**src/rtl/sensor_pwr_seq_pkg.sv**
```systemverilog
// Shared state encoding and default timing constants for the sensor power sequencer.
package sensor_pwr_seq_pkg;

  typedef enum logic [2:0] {
    ST_OFF   = 3'd0,
    ST_SETUP = 3'd1,
    ST_PWRUP = 3'd2,
    ST_ON    = 3'd3,
    ST_PWRDN = 3'd4
  } pwr_state_t;

  localparam int DEF_N_SENS  = 2;
  localparam int DEF_T_SETUP = 1000;
  localparam int DEF_T_BOOT  = 2000000;
  localparam int DEF_T_OFF   = 1000;
  localparam int DEF_XVS_TMO = 10000000;
  localparam int DEF_FRM_W   = 32;
  localparam int LED_DIV_W   = 23;

  function automatic int max2(input int a, input int b);
    return (a > b) ? a : b;
  endfunction

endpackage

```
**src/rtl/sensor_pwr_chan.sv**
```systemverilog
// One sensor channel: power FSM with shared sequence timer, input synchronisers,
// frame counter, XVS watchdog and status LED. All outputs registered.
module sensor_pwr_chan
  import sensor_pwr_seq_pkg::*;
#(
  parameter int T_SETUP = DEF_T_SETUP,
  parameter int T_BOOT  = DEF_T_BOOT,
  parameter int T_OFF   = DEF_T_OFF,
  parameter int XVS_TMO = DEF_XVS_TMO,
  parameter int FRM_W   = DEF_FRM_W,
  parameter int TMR_W   = 32
) (
  input  logic             i_clk,
  input  logic             i_rst,
  input  logic             i_en,
  input  logic             i_sla_sel,
  input  logic             i_clr,
  input  logic             i_xvs,
  input  logic             i_strobe,
  output logic             o_pwdn,
  output logic             o_sla_sel,
  output logic             o_ready,
  output logic             o_strobe_sync,
  output logic             o_xvs_lost,
  output logic [FRM_W-1:0] o_frame_cnt,
  output logic             o_led
);

  localparam logic [TMR_W-1:0] L_SETUP_LAST = TMR_W'(T_SETUP - 1);
  localparam logic [TMR_W-1:0] L_BOOT_LAST  = TMR_W'(T_BOOT - 1);
  localparam logic [TMR_W-1:0] L_OFF_LAST   = TMR_W'(T_OFF - 1);
  localparam logic [TMR_W-1:0] L_TMO        = TMR_W'(XVS_TMO);
  localparam logic [TMR_W-1:0] L_TMO_LAST   = TMR_W'(XVS_TMO - 1);

  pwr_state_t            r_state;
  pwr_state_t            w_state_nxt;
  logic [TMR_W-1:0]      r_tmr, w_tmr_nxt;
  logic [TMR_W-1:0]      r_wd, w_wd_nxt;
  logic [FRM_W-1:0]      r_frame, w_frame_nxt;
  logic                  r_lost, w_lost_nxt;
  logic                  r_xvs_meta, r_xvs_sync, r_xvs_prev;
  logic                  r_stb_meta, r_stb_sync;
  logic [LED_DIV_W-1:0]  r_led_div;
  logic                  r_blink;
  logic                  r_pwdn, r_sla, r_ready, r_strobe_sync, r_led;
  logic                  w_xvs_edge;
  logic                  w_led_nxt;

  assign w_xvs_edge = r_xvs_sync & ~r_xvs_prev;

  always_ff @(posedge i_clk or posedge i_rst) begin
    if (i_rst) begin
      r_state <= ST_OFF;
      r_tmr   <= '0;
    end else begin
      r_state <= w_state_nxt;
      r_tmr   <= w_tmr_nxt;
    end
  end

  // A dropped enable outranks an expiring timer; PWRDN always runs its full hold.
  always_comb begin
    w_state_nxt = r_state;
    w_tmr_nxt   = r_tmr + 1'b1;
    case (r_state)
      ST_OFF: begin
        w_tmr_nxt = '0;
        if (i_en) w_state_nxt = ST_SETUP;
      end
      ST_SETUP: begin
        if (!i_en) begin
          w_state_nxt = ST_PWRDN;
          w_tmr_nxt   = '0;
        end else if (r_tmr == L_SETUP_LAST) begin
          w_state_nxt = ST_PWRUP;
          w_tmr_nxt   = '0;
        end
      end
      ST_PWRUP: begin
        if (!i_en) begin
          w_state_nxt = ST_PWRDN;
          w_tmr_nxt   = '0;
        end else if (r_tmr == L_BOOT_LAST) begin
          w_state_nxt = ST_ON;
          w_tmr_nxt   = '0;
        end
      end
      ST_ON: begin
        w_tmr_nxt = '0;
        if (!i_en) w_state_nxt = ST_PWRDN;
      end
      ST_PWRDN: begin
        if (r_tmr == L_OFF_LAST) begin
          w_state_nxt = ST_OFF;
          w_tmr_nxt   = '0;
        end
      end
      default: begin
        w_state_nxt = ST_OFF;
        w_tmr_nxt   = '0;
      end
    endcase
  end

  always_comb begin
    w_frame_nxt = r_frame;
    w_wd_nxt    = r_wd;
    w_lost_nxt  = r_lost;
    if (i_clr) begin
      w_frame_nxt = '0;
      w_wd_nxt    = '0;
      w_lost_nxt  = 1'b0;
    end else if (r_state != ST_ON) begin
      w_wd_nxt = '0;
    end else if (w_xvs_edge) begin
      w_frame_nxt = r_frame + 1'b1;
      w_wd_nxt    = '0;
    end else if (r_wd != L_TMO) begin
      w_wd_nxt = r_wd + 1'b1;
      if (r_wd == L_TMO_LAST) w_lost_nxt = 1'b1;
    end
  end

  always_comb begin
    w_led_nxt = 1'b0;
    if (w_state_nxt == ST_ON)
      w_led_nxt = ~w_lost_nxt;
    else if (w_state_nxt == ST_SETUP || w_state_nxt == ST_PWRUP)
      w_led_nxt = ~r_blink;
  end

  always_ff @(posedge i_clk or posedge i_rst) begin
    if (i_rst) begin
      r_xvs_meta    <= 1'b0;
      r_xvs_sync    <= 1'b0;
      r_xvs_prev    <= 1'b0;
      r_stb_meta    <= 1'b0;
      r_stb_sync    <= 1'b0;
      r_frame       <= '0;
      r_wd          <= '0;
      r_lost        <= 1'b0;
      r_led_div     <= '0;
      r_blink       <= 1'b0;
      r_pwdn        <= 1'b0;
      r_sla         <= 1'b0;
      r_ready       <= 1'b0;
      r_strobe_sync <= 1'b0;
      r_led         <= 1'b0;
    end else begin
      r_xvs_meta    <= i_xvs;
      r_xvs_sync    <= r_xvs_meta;
      r_xvs_prev    <= r_xvs_sync;
      r_stb_meta    <= i_strobe;
      r_stb_sync    <= r_stb_meta;
      r_frame       <= w_frame_nxt;
      r_wd          <= w_wd_nxt;
      r_lost        <= w_lost_nxt;
      r_pwdn        <= (w_state_nxt == ST_PWRUP) || (w_state_nxt == ST_ON);
      r_ready       <= (w_state_nxt == ST_ON);
      r_strobe_sync <= r_stb_sync && (w_state_nxt == ST_ON);
      r_led         <= w_led_nxt;
      if (r_state == ST_OFF && w_state_nxt == ST_SETUP) r_sla <= i_sla_sel;
      if (r_state == ST_SETUP || r_state == ST_PWRUP) begin
        r_led_div <= r_led_div + 1'b1;
        if (&r_led_div) r_blink <= ~r_blink;
      end else begin
        r_led_div <= '0;
        r_blink   <= 1'b0;
      end
    end
  end

  assign o_pwdn        = r_pwdn;
  assign o_sla_sel     = r_sla;
  assign o_ready       = r_ready;
  assign o_strobe_sync = r_strobe_sync;
  assign o_xvs_lost    = r_lost;
  assign o_frame_cnt   = r_frame;
  assign o_led         = r_led;

endmodule

```
**src/rtl/sensor_pwr_seq.sv**
```systemverilog
// Multi-channel camera sensor power sequencer: N_SENS independent channels
// sharing only clock, reset and the counter/flag clear.
module sensor_pwr_seq
  import sensor_pwr_seq_pkg::*;
#(
  parameter int N_SENS  = DEF_N_SENS,
  parameter int T_SETUP = DEF_T_SETUP,
  parameter int T_BOOT  = DEF_T_BOOT,
  parameter int T_OFF   = DEF_T_OFF,
  parameter int XVS_TMO = DEF_XVS_TMO,
  parameter int FRM_W   = DEF_FRM_W
) (
  input  logic                    Clk100,
  input  logic                    Rst,
  input  logic [N_SENS-1:0]       Cfg_En,
  input  logic [N_SENS-1:0]       Cfg_SlaSel,
  input  logic                    Clr,
  input  logic [N_SENS-1:0]       Sensor_Xvs,
  input  logic [N_SENS-1:0]       Sensor_Strobe,
  output logic [N_SENS-1:0]       Sensor_Pwdn,
  output logic [N_SENS-1:0]       Sensor_SlaSel,
  output logic [N_SENS-1:0]       Ready,
  output logic [N_SENS-1:0]       Strobe_Sync,
  output logic [N_SENS-1:0]       Xvs_Lost,
  output logic [N_SENS*FRM_W-1:0] Frame_Cnt,
  output logic [N_SENS-1:0]       Led
);

  localparam int TMR_W = $clog2(max2(max2(T_SETUP, T_BOOT), max2(T_OFF, XVS_TMO)) + 1);

  for (genvar g = 0; g < N_SENS; g++) begin : g_chan
    sensor_pwr_chan #(
      .T_SETUP (T_SETUP),
      .T_BOOT  (T_BOOT),
      .T_OFF   (T_OFF),
      .XVS_TMO (XVS_TMO),
      .FRM_W   (FRM_W),
      .TMR_W   (TMR_W)
    ) u_chan (
      .i_clk         (Clk100),
      .i_rst         (Rst),
      .i_en          (Cfg_En[g]),
      .i_sla_sel     (Cfg_SlaSel[g]),
      .i_clr         (Clr),
      .i_xvs         (Sensor_Xvs[g]),
      .i_strobe      (Sensor_Strobe[g]),
      .o_pwdn        (Sensor_Pwdn[g]),
      .o_sla_sel     (Sensor_SlaSel[g]),
      .o_ready       (Ready[g]),
      .o_strobe_sync (Strobe_Sync[g]),
      .o_xvs_lost    (Xvs_Lost[g]),
      .o_frame_cnt   (Frame_Cnt[g*FRM_W +: FRM_W]),
      .o_led         (Led[g])
    );
  end

endmodule

```
**config.mk**
```make
export PLATFORM = sky130hd
export DESIGN_NAME = sensor_pwr_seq
export DESIGN_NICKNAME = d
export VERILOG_FILES = /design/src/rtl/sensor_pwr_seq_pkg.sv /design/src/rtl/sensor_pwr_chan.sv /design/src/rtl/sensor_pwr_seq.sv
export SDC_FILE = /design/constraint.sdc
export NUM_CORES = 1
export LEC_CHECK = 0
export ABC_CLOCK_PERIOD_IN_PS = 11400
export CORE_MARGIN = 2
export CORE_UTILIZATION = 35
export CTS_CLUSTER_DIAMETER = 40
export DETAILED_ROUTE_END_ITERATION = 8
export GPL_ROUTABILITY_DRIVEN = 0
export PLACE_DENSITY = 0.54
export SLEW_MARGIN = 10
export SYNTH_ARGS = -nofsm -noshare
export SYNTH_HDL_FRONTEND = slang
export SYNTH_SLANG_ARGS = --single-unit
export TNS_END_PERCENT = 5
```
**constraint.sdc**
```tcl
create_clock -name Clk100 -period 11.4 [get_ports Clk100]
set_clock_uncertainty 0.05 [all_clocks]
set_input_delay 3.42 -clock Clk100 [delete_from_list [all_inputs] [get_ports Clk100]]
set_output_delay 3.42 -clock Clk100 [all_outputs]
set_load 0.03 [all_outputs]
```
# After elaboration in Yosys (flattened, before gate mapping)
# Index checks and enable logic that the tools add are counted.
# word_totals
reg_bits	236
out_inout_bits	76
# op_classes
add_sub_neg	8
eq_ne	28
mux	60
n_bitwise	8
reduce_logical	20
# ops
operator	count
2-to-1 mux 24 bit	16
2-to-1 mux 32 bit	6
case mux 24 bit (3 select lines)	2
adder 24 x 1 -> 24 bit, second input constant	4
adder 32 x 1 -> 32 bit, second input constant	2
equality test 24 x 10 -> 1 bit, second input constant	2
equality test 24 x 21 -> 1 bit, second input constant	2
equality test 24 bit, second input constant	2
inequality test 24 bit, second input constant	2
adder 23 x 1 -> 23 bit, second input constant	2
2-to-1 mux 23 bit	2
AND reduction 23 bit	2
2-to-1 mux 3 bit	14
case mux 3 bit (5 select lines)	2
equality test 3 x 2 -> 1 bit, second input constant	8
2-to-1 mux 1 bit	18
equality test 3 x 1 -> 1 bit, second input constant	4
inequality test 2 bit, second input constant	4
nonzero test 4 bit	2
equality test 3 bit, second input constant	2
logical NOT 3 bit	2
logical OR 1 bit	6
inequality test 3 x 2 -> 1 bit, second input constant	2
NOT 1 bit	6
other kinds (4)	10

# Depth between registers and ports, before layout
# depth
word_depth	8
depth_mapped	8
ltp_nobuf	7

# Cells and area by module
# Synthesis repeated with hierarchy kept, for this count alone.
# hier_totals
cells_unflattened	1176
hier_area_um2	11484.8
# by_module_without_submodules
mod	n_inst	cells_each	area_each_um2	seq_area_each_um2
sensor_pwr_chan at g_chan[1].u_chan	1	590	5750.5	2952.8
sensor_pwr_chan at g_chan[0].u_chan	1	586	5734.2	2952.8

# Worst setup path after synthesis
# Ideal clock, no wire load.
# synth_timing
kind	input-to-reg
start	in Clr
end	reg g_chan[0].u_chan.r_frame[19]
setup_time_ns	0.066
t_arrival_ns	4.679
required_time_ns	11.284
slack_ns	6.605
stages	5
path_cell_list	a21oi_1 -> or4_1 -> clkbuf_1 -> or4_1 -> nand2_1
# synth_via
elab_chain_len	2
word_cells_on_any_way	4
classes_between	eq/ne: 1; mux: 1; reduce/logical: 2
# synth_lines
item	line	source
start, declared	sensor_pwr_seq.sv:17	input logic Clr,
inequality test 2 bit (no source line) or nonzero test 2 bit (tied branches)	-	
AND reduction 2 bit (no source line)	-	
end signal, assigned	sensor_pwr_chan.sv:155	r_frame <= w_frame_nxt;
end, declared	sensor_pwr_chan.sv:39	logic [FRM_W-1:0] r_frame, w_frame_nxt;
# Parallel ways exist; a longest one is shown, timed or not.
# A chain may end at the register's enable or synchronous reset.

# Worst setup path after layout
# layout_timing
start	reg g_chan[1].u_chan.r_frame[24]
end	out Frame_Cnt[56]
# layout_rtl
item	line	source
start, declared	sensor_pwr_chan.sv:39	
start signal, assigned	sensor_pwr_chan.sv:155	
end, declared	sensor_pwr_seq.sv:25	output logic [N_SENS*FRM_W-1:0] Frame_Cnt,
# No word-level cell between the ends.

==> results.sh <==
export IMPL_hp_start="g_chan[0].u_chan.r_xvs_meta"
export IMPL_utilization=0.435
export IMPL_hold_depth=0
export IMPL_reg2reg_from="g_chan[1].u_chan.r_tmr[3]"
export IMPL_syn_nets=1225
export IMPL_final_instance_count_excl_fill=1753
export IMPL_worstPathCellList="clkdlybuf4s50_1"
export IMPL_path_max_fanout=6
export IMPL_overflow=0
export IMPL_max_freq_ghz=0.192
export IMPL_cts_resized_gates=0
export IMPL_num_vias=8801
export IMPL_clock_path_buffers=3
export IMPL_ys_warn_count=0
export IMPL_htree_levels=2
export IMPL_yosysSeqAreaShare=0.510
export IMPL_ys_flop_type="dfrtp_1"
export IMPL_drtPass1Iterations=5
export IMPL_drt_wirelength_per_cell_um=14.7
export IMPL_io_buffers=86
export IMPL_die_area_mm2=0.0346
export IMPL_hold_path_class="reg -> reg"
export IMPL_post_cts_buffers=0
export IMPL_rr_worst_depth=5
export IMPL_cpPeakStageDelay_ns=0.78
export IMPL_grt_max_degree=109
export IMPL_report_final_slew_viol_count=0
export IMPL_worst_setup_path_end_kind="output pin"
export IMPL_grt_antenna_before_repair=0
export IMPL_ant_nets=0
export IMPL_r2r_slack_ns=8.36
export IMPL_final_area_mm2=0.0141
export IMPL_clk_latency_ns=0.53
export IMPL_tritoncts="done"
export IMPL_clock_sinks=236
export IMPL_post_route_min_period_ns=5.22
export IMPL_r2r_end="g_chan[1].u_chan.r_tmr[1]"
export IMPL_routed_via_density=5.02
export IMPL_maxSlewHeadroom=0.293
export IMPL_ir_drop_v=0.0000925
export IMPL_die_w_um=186
export IMPL_layout_nets=1302
export IMPL_path_class="reg -> out"
export IMPL_syn_instance_count=1204
export IMPL_yosysTopAreaCell="dfrtp_1"
export IMPL_slowest_stage="clkdlybuf4s50_1"
export IMPL_initial_utilization=0.356
export IMPL_crit_buf_inv=1
export IMPL_drive_gt1_frac=0.0755
export IMPL_tightest_slew_ns=1.05
export IMPL_async_flop_share=1.00
export IMPL_cp_required_ns=7.93
export IMPL_min_to="g_chan[0].u_chan.r_xvs_sync"
export IMPL_startpoint_type="flip-flop"
export IMPL_fin_setup_tns_ns=0
export IMPL_synth_top_area_frac=0.510
export IMPL_area_growth_pct=22.1
export IMPL_critical_path_arrival_ns=1.75
export IMPL_core_area_mm2=0.0325
export IMPL_io_pins=87
export IMPL_netlist_area_mm2=0.0116
export IMPL_synth_edf_count=0
export IMPL_ys_ff_latch=236
export IMPL_postRouteWirelength_um=25700
export IMPL_die_h_um=186
export IMPL_placed_cell_area_mm2=0.0128
export IMPL_maxCapViolCount=0
export IMPL_run_status="finished clean"
export IMPL_antenna_cells=0
export IMPL_crit_family="buffers and inverters"
export IMPL_grt_pass1_vias=8600
export IMPL_period_share=0.458
export IMPL_grt_total_usage=0.152
export IMPL_rsz0062_at_grt="no"
export IMPL_setup_violations=0
export IMPL_drc_errors=0
export IMPL_p_leak_nw=5.41
export IMPL_core_rowCount=66
export IMPL_ys_top_cells_by_area="dfrtp_1 (51%), xnor2_1 (7.8%), nor2_1 (5.6%)"
export IMPL_dp_cells=1680
export IMPL_hold_buffers=0
export IMPL_hold_violations=0
export IMPL_first_iter_violations=485
export IMPL_grt_pass1_wl_um=43100
export IMPL_p_per_area_mw_per_mm2=153
export IMPL_synth_distinct_cells=50
export IMPL_syn_avg_cell_area_um2=9.62
export IMPL_ctsRootBufferMaster="clkbuf_16"
export IMPL_cts_made_buffers=41
export IMPL_dp_hpwl_um=16400
export IMPL_clk_pin_slew_ns=0.05
[stage by stage]
| stage | total power, mW | setup WS, ns | hold slack, ns |
|---|---|---|---|
| floorplan | 0.943 | 1.46 | 0.281 |
| global placement | 0.971 | 5.71 | 0.283 |
| detailed placement | 0.971 | 5.71 | 0.285 |
| CTS | 2.21 | 6.14 | 0.296 |
| global route | 2.26 | 6.05 | 0.300 |
| finish | 2.17 | 6.18 | 0.296 |
[worst max-delay path by stage]
stage                                                start                               end  depth (start not counted)
after floorplan                                        Rst   g_chan[0].u_chan.o_frame_cnt[0]                          1
after global placement                                 Rst          g_chan[1].u_chan.r_wd[5]                          3
after detailed placement                               Rst  g_chan[0].u_chan.o_frame_cnt[22]                          3
after CTS                 g_chan[1].u_chan.o_frame_cnt[24]                     Frame_Cnt[56]                          1
after global routing                                   Rst  g_chan[0].u_chan.o_frame_cnt[22]                          3
final                     g_chan[1].u_chan.o_frame_cnt[24]                     Frame_Cnt[56]                          1
[registers in the layout (all words and copies together), names as in the netlist, 6 cells and up]
signal / count
g_chan.u_chan.r_led_div: 46
g_chan.u_chan.r_wd: 48
g_chan.u_chan.r_state: 6
g_chan.u_chan.r_tmr: 48
g_chan.u_chan.o_frame_cnt: 64
[synthesized netlist by cell type (3+ instances only)]
| cell type | n |
|---|---|
| buf_4 | 12 |
| xnor2_1 | 103 |
| nor4_1 | 33 |
| inv_1 | 33 |
| or4_1 | 12 |
| nand3b_1 | 3 |
| nor3_1 | 61 |
| ha_1 | 10 |
| o31ai_1 | 7 |
| a21oi_1 | 59 |
| o21ai_0 | 28 |
| and2_1 | 7 |
| mux2i_1 | 4 |
| or3_1 | 31 |
| xor2_1 | 57 |
| mux2_2 | 6 |
| buf_2 | 6 |
| nor2b_1 | 13 |
| nand3_1 | 66 |
| buf_1 | 5 |
| a21o_1 | 3 |
| nor3b_1 | 4 |
| nand4_1 | 45 |
| dfrtp_1 | 236 |
| nand2b_1 | 6 |
| or4b_2 | 4 |
| and3_1 | 18 |
| clkbuf_1 | 35 |
| and4_1 | 20 |
| nand2_1 | 72 |
| nor4b_1 | 6 |
| nor2_1 | 174 |
[where the power goes]
part / switching, mW / internal, mW
Combinational: 0.0640 / 0.0248
Clock: 0.436 / 0.780
Sequential: 0.0135 / 0.852
Total: 0.513 / 1.66
[layer usage]
metal / global-route usage / routed length, um
met1: 0.211 / 12600
met2: 0.240 / 11600
met3: 0.0307 / 977
met4: 0.0466 / 501
met5: 0 / 0
[layout make-up]
cell class	instances	area (um2)
multi-input combinational	877	5280
clock buffer	45	1080
tap	442	553
sequential	236	5910
fill	3178	18400
timing repair buffer	92	901
inverter	33	131
clock inverter	28	292
[placed cells by master, fill, tap and decap left out, types with 10 or more instances in the layout]
cell and n:
clkbuf_16 41, xnor2_1 103, dfrtp_1 236, nand4_1 45, o21ai_0 28, and3_1 18
nand3_1 66, a21oi_1 59, or3_1 31, nand2_1 72, and4_1 20, xor2_1 57
nor2b_1 13, ha_1 10, nor3_1 61, or4_1 12, nor2_1 174, clkdlybuf4s50_1 85
inv_1 32, nor4_1 33
[kinds of logic (layout without fill, tap and decap cells)]
family          Yosys count  after routing  synth area share
flops                   236            236             0.510
compound gates          111            111            0.0539
buf+inv                  91            198            0.0340
xor+xnor                160            160             0.121
mux                      10             10           0.00929
fa+ha+maj                10             10            0.0108
simple gates            586            586             0.261
Power figures use the tool's default switching activity.
